[config.mk]
export PLATFORM = sky130hd
export DESIGN_NAME = multiplier_flat
export DESIGN_NICKNAME = d
export VERILOG_FILES = /design/src/rtl/multiplier_if.sv /design/src/rtl/multiplier.sv /design/src/flat_wrapper.sv
export SDC_FILE = /design/constraint.sdc
export NUM_CORES = 1
export LEC_CHECK = 0
export BUFFER_PORTS_ARGS = -buffer_cell sky130_fd_sc_hd__buf_2
export CAP_MARGIN = 40
export CORE_ASPECT_RATIO = 1.1
export CORE_MARGIN = 8
export CORE_UTILIZATION = 45
export CTS_CLUSTER_SIZE = 25
export DETAILED_ROUTE_END_ITERATION = 10
export PLACE_DENSITY = 0.66
export SETUP_SLACK_MARGIN = 0.5
export SYNTH_ARGS = -nofsm -noshare
export SYNTH_HDL_FRONTEND = slang
export SYNTH_SLANG_ARGS = --single-unit
[constraint.sdc]
create_clock -name clk -period 2.7 [get_ports clk]
set_input_delay 0.135 -clock clk [delete_from_list [all_inputs] [get_ports clk]]
set_output_delay 0.135 -clock clk [all_outputs]
set_load 0.02 [all_outputs]
[src/rtl/multiplier_if.sv]
// Operand/result bundle for the 8x8 pipelined multiplier.
// Valid-only stream with no ready: a/b are sampled on every rising edge where
// in_valid=1, and the product leaves two edges later with out_valid=1.
interface multiplier_if;
    logic [7:0]  a;
    logic [7:0]  b;
    logic        in_valid;
    logic [15:0] y;
    logic        out_valid;

    modport master (
        output a,
        output b,
        output in_valid,
        input  y,
        input  out_valid
    );

    modport slave (
        input  a,
        input  b,
        input  in_valid,
        output y,
        output out_valid
    );
endinterface

[src/rtl/multiplier.sv]
// Unsigned 8x8 -> 16 multiplier: carry-save tree to two rows, registered,
// then one carry-propagate add into the registered product.
module multiplier (
    input  logic          clk,
    input  logic          rst,
    multiplier_if.slave   bus
);
    typedef logic [15:0] row_t;

    function automatic row_t csa_sum(input row_t x, input row_t y, input row_t z);
        return x ^ y ^ z;
    endfunction

    // Majority bits shift up one column; the bit leaving column 15 is always
    // zero for any product of two bytes, so dropping it is exact.
    function automatic row_t csa_carry(input row_t x, input row_t y, input row_t z);
        row_t maj;
        maj = (x & y) | (x & z) | (y & z);
        return {maj[14:0], 1'b0};
    endfunction

    row_t pp [8];
    row_t s_l1a, c_l1a, s_l1b, c_l1b;
    row_t s_l2a, c_l2a, s_l2b, c_l2b;
    row_t s_l3, c_l3;
    row_t sum_row, carry_row;

    always_comb begin
        for (int i = 0; i < 8; i++) begin
            pp[i] = bus.b[i] ? (row_t'(bus.a) << i) : '0;
        end
    end

    // 8 rows -> 6 -> 4 -> 3 -> 2
    assign s_l1a     = csa_sum  (pp[0], pp[1], pp[2]);
    assign c_l1a     = csa_carry(pp[0], pp[1], pp[2]);
    assign s_l1b     = csa_sum  (pp[3], pp[4], pp[5]);
    assign c_l1b     = csa_carry(pp[3], pp[4], pp[5]);
    assign s_l2a     = csa_sum  (s_l1a, c_l1a, s_l1b);
    assign c_l2a     = csa_carry(s_l1a, c_l1a, s_l1b);
    assign s_l2b     = csa_sum  (c_l1b, pp[6], pp[7]);
    assign c_l2b     = csa_carry(c_l1b, pp[6], pp[7]);
    assign s_l3      = csa_sum  (s_l2a, c_l2a, s_l2b);
    assign c_l3      = csa_carry(s_l2a, c_l2a, s_l2b);
    assign sum_row   = csa_sum  (s_l3, c_l3, c_l2b);
    assign carry_row = csa_carry(s_l3, c_l3, c_l2b);

    row_t s1_q, c1_q, y_q;
    logic v1_q, out_valid_q;

    // Stage registers only load on valid so idle operands never reach y.
    always_ff @(posedge clk or posedge rst) begin
        if (rst) begin
            s1_q        <= '0;
            c1_q        <= '0;
            v1_q        <= 1'b0;
            y_q         <= '0;
            out_valid_q <= 1'b0;
        end else begin
            v1_q        <= bus.in_valid;
            out_valid_q <= v1_q;
            if (bus.in_valid) begin
                s1_q <= sum_row;
                c1_q <= carry_row;
            end
            if (v1_q) begin
                y_q <= s1_q + c1_q;
            end
        end
    end

    assign bus.y         = y_q;
    assign bus.out_valid = out_valid_q;
endmodule

[src/flat_wrapper.sv]
// flat-port wrapper written by rule: the top's interface ports become plain ports
module multiplier_flat 
  (clk, rst, bus_a, bus_b, bus_in_valid, bus_y, bus_out_valid);
  multiplier_if bus_i ();
  input  logic clk;
  input  logic rst;
  input wire logic [$bits(bus_i.a)-1:0] bus_a;
  input wire logic [$bits(bus_i.b)-1:0] bus_b;
  input wire logic [$bits(bus_i.in_valid)-1:0] bus_in_valid;
  output wire logic [$bits(bus_i.y)-1:0] bus_y;
  output wire logic [$bits(bus_i.out_valid)-1:0] bus_out_valid;
  assign bus_i.a = bus_a;
  assign bus_i.b = bus_b;
  assign bus_i.in_valid = bus_in_valid;
  assign bus_y = bus_i.y;
  assign bus_out_valid = bus_i.out_valid;
  multiplier u_core (.clk(clk), .rst(rst), .bus(bus_i));
endmodule
==> results of run 1 <==
[power breakdown]
group,internal [mW],switching (mW)
combinational,0.765,0.829
clock,0.209,0.211
sequential,0.883,0.115
[timing repair]
item / in CTS / in global routing
hold endpoints to repair: 14 / 0
setup buffers: 1 / 2
pin swaps: 19 / 15
endpoints found under the setup margin: 15 / 16
resized for setup: 61 / 17
hold buffers: 1 / 0
[flip-flops by register name, summed over array words and instances (netlist names)]
name and flops:
u_core.bus.out_valid 1, u_core.bus.y 16, u_core.c1_q 11, u_core.s1_q 15, u_core.v1_q 1
[Yosys cell counts]
| cell type | instances | area [sq um] |
|---|---|---|
| nor3_1 | 2 | 10.01 |
| a211oi_2 | 1 | 12.51 |
| a21oi_1 | 5 | 25.02 |
| nand4_1 | 1 | 6.260 |
| a21o_1 | 5 | 37.54 |
| o21a_1 | 1 | 7.510 |
| a31oi_1 | 1 | 6.260 |
| xor2_1 | 1 | 8.760 |
| a221o_1 | 1 | 10.01 |
| buf_1 | 1 | 3.750 |
| a31oi_2 | 2 | 25.02 |
| o2bb2ai_1 | 1 | 8.760 |
| mux2_2 | 32 | 360.4 |
| nor2_1 | 9 | 33.78 |
| o21ai_0 | 6 | 30.03 |
| a21oi_2 | 2 | 17.52 |
| and3_1 | 3 | 18.77 |
| dfrtp_1 | 44 | 1101 |
| and2_1 | 29 | 181.4 |
| nand2b_1 | 1 | 6.260 |
| a32oi_1 | 1 | 8.760 |
| clkbuf_1 | 4 | 15.01 |
| inv_1 | 34 | 127.6 |
| fa_1 | 39 | 780.8 |
| nand3_1 | 3 | 15.01 |
| ha_1 | 25 | 312.8 |
| a211oi_1 | 1 | 7.510 |
| nand4b_1 | 1 | 8.760 |
| mux2i_1 | 2 | 20.02 |
| buf_2 | 2 | 10.01 |
| a221oi_1 | 1 | 8.760 |
| mux2_4 | 1 | 15.01 |
| xnor2_1 | 3 | 26.28 |
| o21ai_1 | 2 | 10.01 |
| o211ai_1 | 2 | 15.01 |
| nand2_1 | 42 | 157.7 |
[cell type report]
class,instances,area (sq um)
multi-input cells,226,2365
inverters,34,127.6
repair buffers,60,479.2
fillers,627,3161
flip-flops and latches,44,1101
well taps,87,108.9
clock buffers,8,90.09
[kinds of logic after synthesis]
group,share of synthesized area (%)
buffers and inverters,4.534
adders and majority gates,31.70
DFF,31.92
muxes,11.46
and+or+nand+nor,12.69
xor gates and xnor gates,1.016
AOI/OAI and AO/OA,6.674
[per-stage QoR]
stage	std cells	total power [mW]	setup TNS (ps)
detailed placement	447	2.502	-340.6
floorplan	311	2.096	0
CTS	457	3.004	0
global placement	446	2.449	-67.84
finish	459	3.011	0
global route	459	3.284	0
[worst max-delay path, cell delays in order]
cell     delay [ps]
buf_12          100
nand2_4          50
fa_1            500
fa_1            600
fa_1            410
inv_1            80
fa_2            420
mux2_4          260
[worst paths after layout]
kind,startpoint,end,slack (ps)
setup / recovery,bus_b[4],u_core.s1_q[8]$_DFFE_PP0P_,310
hold / removal,bus_a[0],u_core.s1_q[0]$_DFFE_PP0P_,250
max in group asynchronous,rst,u_core.s1_q[8]$_DFFE_PP0P_,1900
min in group asynchronous,rst,u_core.bus.y[8]$_DFFE_PP0P_,340
hold reg to reg,u_core.bus.y[8]$_DFFE_PP0P_,u_core.bus.y[8]$_DFFE_PP0P_,490
setup reg to reg,u_core.s1_q[5]$_DFFE_PP0P_,u_core.bus.y[11]$_DFFE_PP0P_,600
[routing by layer]
| layer | vias to the layer above | global-route usage, % |
|---|---|---|
| li1 | 1146 | - |
| met1 | 1126 | 17.35 |
| met2 | 37 | 24.00 |
| met3 | 7 | 1.876 |
| met4 | 0 | 4.978 |
| met5 | - | 0 |
==> results.cfg, run 1 <==
[pwr]
p_per_area_nw_per_um2 = 704.9
power_leakage_nw = 2.058
ir_drop_uv = 249.6

[yosys]
netlist_instances = 311
synth-seq-area-share_pct = 31.92
ys_warn_count = 0
synth_fp_nets = 394
synth_cell_types = 36
synthesis.area_sq_um = 3450
ys_seq_elements = 44
syn_avg_cell_area_sq_um = 11.09

[final_layout]
nets = 454
n_antenna_cell = 0
final_util_pct = 57.47
syn_to_final_growth_pct = 23.83
final_layout_size_suffix_gt1_share_pct = 40.32
final_cell_mix = dfrtp_1 (44), nand2_1 (31), mux2_2 (28), fa_1 (26), buf_4 (24)
final_cell_area_sq_um = 4272
final_common_cell = dfrtp_1

[sta]
fin_ws_ps = 313.9
hold_viol = 0
fmax_mhz = 419.1
min_period_over_period_pct = 88.37
maxSlewHeadroom_pct = 57.74
rsz0062_at_grt = yes
worst_pin_slew_ps = 634.0
drv_slew = 0
worst_hold_slack_ps = 250.0
clock_skew_ps = 12.30
setup_violations = 0
finalCriticalPeriod_ps = 2386

[drt]
postRouteAntennaNets = 0
route.met2.wl_mm = 3.366
initialDrtViolationCount = 96
drc = 0
wl_met3_microns = 180
wl_per_cell_microns = 14.85
routed_via_density = 5.046
vias = 2316
top_layer_used = met4
drt-met1-wl_mm = 3.174
dr.pass1.iters = 4
routed_wl_mm = 6.814

[clock_network]
cts.sinks = 44
clock-root-buffer = clkbuf_8
htree_levels = 2
clk_latency_ps = 300
clockBufferDepth = 2
tritoncts = built
cts_made_buffers = 5
cts.reportedPaths.clkPinSlew_ps = 70

[worst_setup_path]
critPathLaunchType = primary input
cp_data_arrival_time_ps = 2560
criticalPathCategory = primary input to register
path_max_fanout = 7
cp-end-kind = register
worstRegToRegCells = 8
cp_data_required_time_ps = 2870

[placement]
portBuffers = 35
preCtsSetupSlack_ps = -107.5
place_area_sq_um = 3896
gp_congestion = 0.8339
dp_hpwl_mm = 5.579

[floorplanning]
io_pins = 36
die_w_microns = 99.48
fp-row-count = 33
initial_utilization_pct = 46.41
die-area_sq_um = 10730
core-area_sq_um = 7432
die_height_microns = 107.8

[global_routing]
grt_max_degree = 32
first_global_vias = 2604
grt.total_usage_pct = 13.90
overflow = 0
grt_pass1_wl_mm = 12.12
grt_antenna_before_repair = 0

[run_status]
status = finished, final reports clean

[worst_hold_path]
worstHoldPathCells = 4
hold_class = primary input to register

[flow_run]
maxCapViolations = 0
(Power assumes the default switching activity.)
==> inputs of run 2 (changes only) <==
GPL_TIMING_DRIVEN = 0   (was unset)
RECOVER_POWER = 25   (was unset)
==> results.cfg, run 2 (synthesis gave the netlist of run 1 again) <==
[floorplanning]
core-area_sq_um = 7432
die_height_microns = 107.8
die-area_sq_um = 10730
fp-row-count = 33
initial_utilization_pct = 46.41
io_pins = 36
die_w_microns = 99.48

[worst_setup_path]
path_delay_family = adder cells
cp-end-kind = register
worstRegToRegCells = 8
cpMaxStageDelayCell = fa_2
cp_data_required_time_ps = 2880
worstReg2RegStart = u_core.s1_q[5]$_DFFE_PP0P_
criticalPathCategory = primary input to register
critPathLaunchType = primary input
r2r-end = u_core.bus.y[11]$_DFFE_PP0P_
cp_num_cells = 8
r2r_slack_ps = 600
cp_common_cell = fa_2
path_max_fanout = 7
slowest_delay_ps = 570
cp_data_arrival_time_ps = 2580
cp_cell_sequence = clkbuf_16 > nand2_4 > fa_2 > fa_2 > fa_2 > inv_2 > fa_2 > mux2_2
crit_buf_inv = 2

[clock_network]
cts_made_buffers = 5
clock-root-buffer = clkbuf_8
cts.reportedPaths.clkPinSlew_ps = 80
tritoncts = built
clockBufferDepth = 2
clk_latency_ps = 290
htree_levels = 2
cts.sinks = 44

[placement]
gp_congestion = 0.8677
dp_hpwl_mm = 5.550
portBuffers = 34
place_area_sq_um = 3791
dp_cells = 433

[sta]
drv_slew = 0
finalCriticalPeriod_ps = 2400
hold_viol = 0
fmax_mhz = 416.7
clock_skew_ps = 2.927
worst_pin_slew_ps = 641.1
maxSlewHeadroom_pct = 57.26
setup_violations = 0
rsz0062_at_grt = yes
min_period_over_period_pct = 88.89

[drt]
initialDrtViolationCount = 82
dr.pass1.iters = 4
routed_wl_mm = 7.079
wl_per_cell_microns = 15.98
postRouteAntennaNets = 0
routed_via_density = 5.282
vias = 2340
drc = 0

[global_routing]
use_met3_pct = 2.005
met2_usage_pct = 23.38
grt_pass1_wl_mm = 12.42
first_global_vias = 2561
overflow = 0
grt_antenna_before_repair = 0
grt.total_usage_pct = 14.30
use_met1_pct = 18.75
grt_max_degree = 30
top_usage_layer = met2

[final_layout]
nFillCells = 660
largest_reg_flops = 16
final_cell_mix = dfrtp_1 (44), nand2_1 (34), inv_1 (31), and2_1 (27)
syn_to_final_growth_pct = 20.02
final_layout_size_suffix_gt1_share_pct = 31.18
seq_area_sq_um = 1101
nets = 439
multi_input_area_sq_um = 2310
final_cells = 443
n_antenna_cell = 0
final_common_cell = dfrtp_1
final_cell_area_sq_um = 4140

[run_status]
status = finished, final reports clean

[pwr]
power_leakage_nw = 2.006
power_mw = 3.141
ir_drop_uv = 249.2
p_per_area_nw_per_um2 = 758.8

[worst_hold_path]
hold_class = primary input to register
worstHoldPathCells = 3
hold_end = u_core.s1_q[0]$_DFFE_PP0P_
hp-start = bus_b[0]

[flow_run]
maxCapViolations = 0
[run 2: changes by cell type in the layout (fill, tap and decap cells not counted), moves of 3 or more]
cell	before	now
and2_1	23	27
and2_4	6	2
buf_4	24	2
ha_1	19	23
ha_4	4	0
inv_1	23	31
inv_2	11	3
nand2_1	31	34
nand2_2	7	3
[run 2: metal layers]
| metal | up-vias | wire (microns) |
|---|---|---|
| li1 | 1115 | - |
| met1 | 1159 | 3286 |
| met2 | 56 | 3421 |
| met3 | 10 | 249 |
| met4 | 0 | 121 |
| met5 | - | 0 |
[run 2: worst max path at each step]
stage,start,endpoint,slack [ps]
6_report,bus_a[4],u_core.s1_q[9]$_DFFE_PP0P_,300
5_1_grt,bus_a[4],u_core.s1_q[9]$_DFFE_PP0P_,280
4_1_cts,bus_a[0],u_core.s1_q[7]$_DFFE_PP0P_,340
3_5_place_dp,bus_a[5],u_core.s1_q[7]$_DFFE_PP0P_,-130
3_3_place_gp,bus_b[2],u_core.s1_q[7]$_DFFE_PP0P_,-100
2_1_floorplan,bus_a[4],u_core.s1_q[7]$_DFFE_PP0P_,130
[run 2: repair_timing]
action | CTS | global route
hold buffers | 2 | 0
resized for setup | 44 | 19
buffers inserted | 1 | 0
setup endpoints to repair | 12 | 13
endpoints found under the hold margin | 16 | 0
pin swaps | 10 | 7
[run 2: where the power goes]
part	internal (mW)	switching, mW	total [mW]	leakage [nW]
registers	0.883	0.118	1.00	0.543
logic	0.742	0.819	1.56	1.40
clock network	0.364	0.215	0.579	0.0642
[run 2: area by class of cell]
type | count | share of cell area, %
Multi-Input combinational cell | 226 | 55.79
Sequential cell | 44 | 26.59
Timing Repair Buffer | 38 | 7.585
Inverter | 34 | 3.082
Tap cell | 87 | 2.629
Clock buffer | 5 | 1.662
Clock inverter | 2 | 1.451
Buffer | 7 | 1.209
[run 2: worst register-to-register path, delay by kind of cell, from the launching register on]
| kind | cells | cell delay, ps |
|---|---|---|
| AOI/OAI and AO/OA | 2 | 340 |
| DFF | 1 | 370 |
| muxes | 1 | 260 |
| xor gates and xnor gates | 1 | 150 |
| and+or+nand+nor | 1 | 200 |
| adders and majority gates | 2 | 610 |
| buffers and inverters | 1 | 50 |
[run 2: per-stage QoR]
stage | util [%] | hold slack [ps] | setup WS, ps | TNS, ps
final | 55.71 | 112.1 | 299.9 | 0
after global routing | 55.71 | 132.3 | 283.2 | 0
after CTS | 54.92 | 110.2 | 336.9 | 0
after detailed placement | 51.01 | 132.9 | -132.6 | -517.5
after global placement | 50.74 | 281.6 | -95.34 | -325.8
after floorplan | - | 166.4 | 127.9 | 0
==> inputs of run 3 (changes only) <==
CORE_MARGIN = 2   (was 8)
CORE_UTILIZATION = 60   (was 45)
PLACE_DENSITY = 0.83   (was 0.66)
==> results.cfg, run 3 (synthesis gave the netlist of run 1 again) <==
[worst_setup_path]
cp_num_cells = 8
cp_data_required_time_ps = 2890
critPathCapture = u_core.s1_q[7]$_DFFE_PP0P_
criticalPathCategory = primary input to register
cp_cell_sequence = buf_4 > nand2_1 > fa_2 > fa_2 > fa_1 > inv_1 > fa_2 > mux2_4
critPathLaunchType = primary input
path_max_fanout = 8
r2r_slack_ps = 590
path_delay_family = adder cells
cpMaxStageDelayCell = fa_2
cp-end-kind = register
cp_data_arrival_time_ps = 2550
slowest_delay_ps = 560
r2r-end = u_core.bus.y[11]$_DFFE_PP0P_
cp_common_cell = fa_2
worstReg2RegStart = u_core.c1_q[5]$_DFFE_PP0P_
crit_buf_inv = 2
worstRegToRegCells = 8
critPathLaunch = bus_b[1]

[sta]
finalCriticalPeriod_ps = 2361
fmax_mhz = 423.6
fin_ws_ps = 339.4
worst_hold_slack_ps = 121.0
setup-tns-final_ps = 0
setup_violations = 0
maxSlewHeadroom_pct = 35.85
rsz0062_at_grt = yes
min_period_over_period_pct = 87.43
drv_slew = 0
hold_viol = 0
worst_pin_slew_ps = 961.3
clock_skew_ps = 5.632

[final_layout]
multi_input_area_sq_um = 2350
final_layout_size_suffix_gt1_share_pct = 34.25
final_common_cell = dfrtp_1
final_util_pct = 77.29
nets = 444
nFillCells = 344
largest_reg_flops = 16
seq_area_sq_um = 1101
n_antenna_cell = 0
final_cell_mix = dfrtp_1 (44), nand2_1 (33), inv_1 (29), mux2_2 (27), and2_1 (26)
syn_to_final_growth_pct = 22.45

[floorplanning]
fp-row-count = 28
io_pins = 36
die_w_microns = 76.30
die_height_microns = 83.53
die-area_sq_um = 6373
initial_utilization_pct = 63.12
core-area_sq_um = 5465

[placement]
gp_congestion = 0.8394
preCtsSetupSlack_ps = -127.7
dp_hpwl_mm = 5.191
portBuffers = 34

[pwr]
power_leakage_nw = 2.035
ir_drop_uv = 393.6
p_per_area_nw_per_um2 = 756.7

[flow_run]
maxCapViolations = 0

[clock_network]
clk_latency_ps = 310
cts_made_buffers = 5
tritoncts = built
cts.sinks = 44
clockBufferDepth = 2
clock-root-buffer = clkbuf_8
cts.reportedPaths.clkPinSlew_ps = 90
htree_levels = 2

[global_routing]
grt_max_degree = 24
grt_pass1_wl_mm = 12.57
grt.total_usage_pct = 24.76
grt_antenna_before_repair = 0
first_global_vias = 2687
overflow = 0

[drt]
wl_per_cell_microns = 17.18
routed_wl_mm = 7.508
initialDrtViolationCount = 162
postRouteAntennaNets = 0
drc = 0
routed_via_density = 5.716
dr.pass1.iters = 4
vias = 2498

[worst_hold_path]
hold_class = primary input to register

[run_status]
status = finished, final reports clean
==> run 3: worst min-delay path by stage <==
| stage | from | endpoint | slack [ps] | depth (start not counted) |
|---|---|---|---|---|
| CTS | bus_b[0] | u_core.s1_q[0]$_DFFE_PP0P_ | 120 | 3 |
| finish | bus_a[0] | u_core.s1_q[0]$_DFFE_PP0P_ | 120 | 3 |
| global route | bus_a[0] | u_core.s1_q[0]$_DFFE_PP0P_ | 150 | 3 |
| global placement | bus_in_valid | u_core.v1_q$_DFF_PP0_ | 290 | 1 |
| floorplan | bus_in_valid | u_core.v1_q$_DFF_PP0_ | 170 | 0 |
| detailed placement | rst | u_core.bus.y[12]$_DFFE_PP0P_ | 210 | 2 |
==> run 3: layer usage <==
| metal | GRT usage (%) | routed length, microns | up-vias |
|---|---|---|---|
| li1 | - | - | 1129 |
| met1 | 30.58 | 2971 | 1233 |
| met2 | 44.73 | 3879 | 106 |
| met3 | 3.247 | 394 | 30 |
| met4 | 8.430 | 263 | 0 |
| met5 | 0 | 0 | - |
==> run 3: what timing repair did <==
item / CTS / global route
hold buffers: 2 / 0
setup endpoints to repair: 12 / 16
gates resized for setup: 38 / 40
hold endpoints to repair: 23 / 0
setup buffers: 4 / 2
pin swaps: 8 / 14
==> run 3: worst reg2reg max path, delay by kind of cell, from the launching register on <==
family          cells  cell delay (ps)
xor+xnor            1              160
mux                 1              270
buf+inv             1               60
simple gates        1              170
fa+ha+maj           2              620
flops               1              370
compound gates      2              370
==> run 3: layout make-up <==
cell class | count | share of cell area [%]
multi-input combinational | 226 | 55.63
buffer | 7 | 1.185
sequential | 44 | 26.07
inverter | 34 | 3.021
clock buffer | 6 | 1.955
clock inverter | 2 | 0.9182
timing repair buffer | 43 | 9.005
tap | 75 | 2.222
==> run 3: per-stage QoR <==
step / cell area [sq um] / cells / total power [mW]
detailed placement: 3784 / 421 / 2.480
CTS: 4074 / 435 / 3.095
global route: 4224 / 437 / 3.446
global placement: 3756 / 420 / 2.424
finish: 4224 / 437 / 3.196
floorplan: 3492 / 311 / 2.096
==> run 3: where the power goes <==
part	switching (mW)	internal (mW)	leakage, nW
registers	0.119	0.882	0.543
clock network	0.250	0.303	0.0614
logic	0.878	0.764	1.43
total	1.25	1.95	2.03
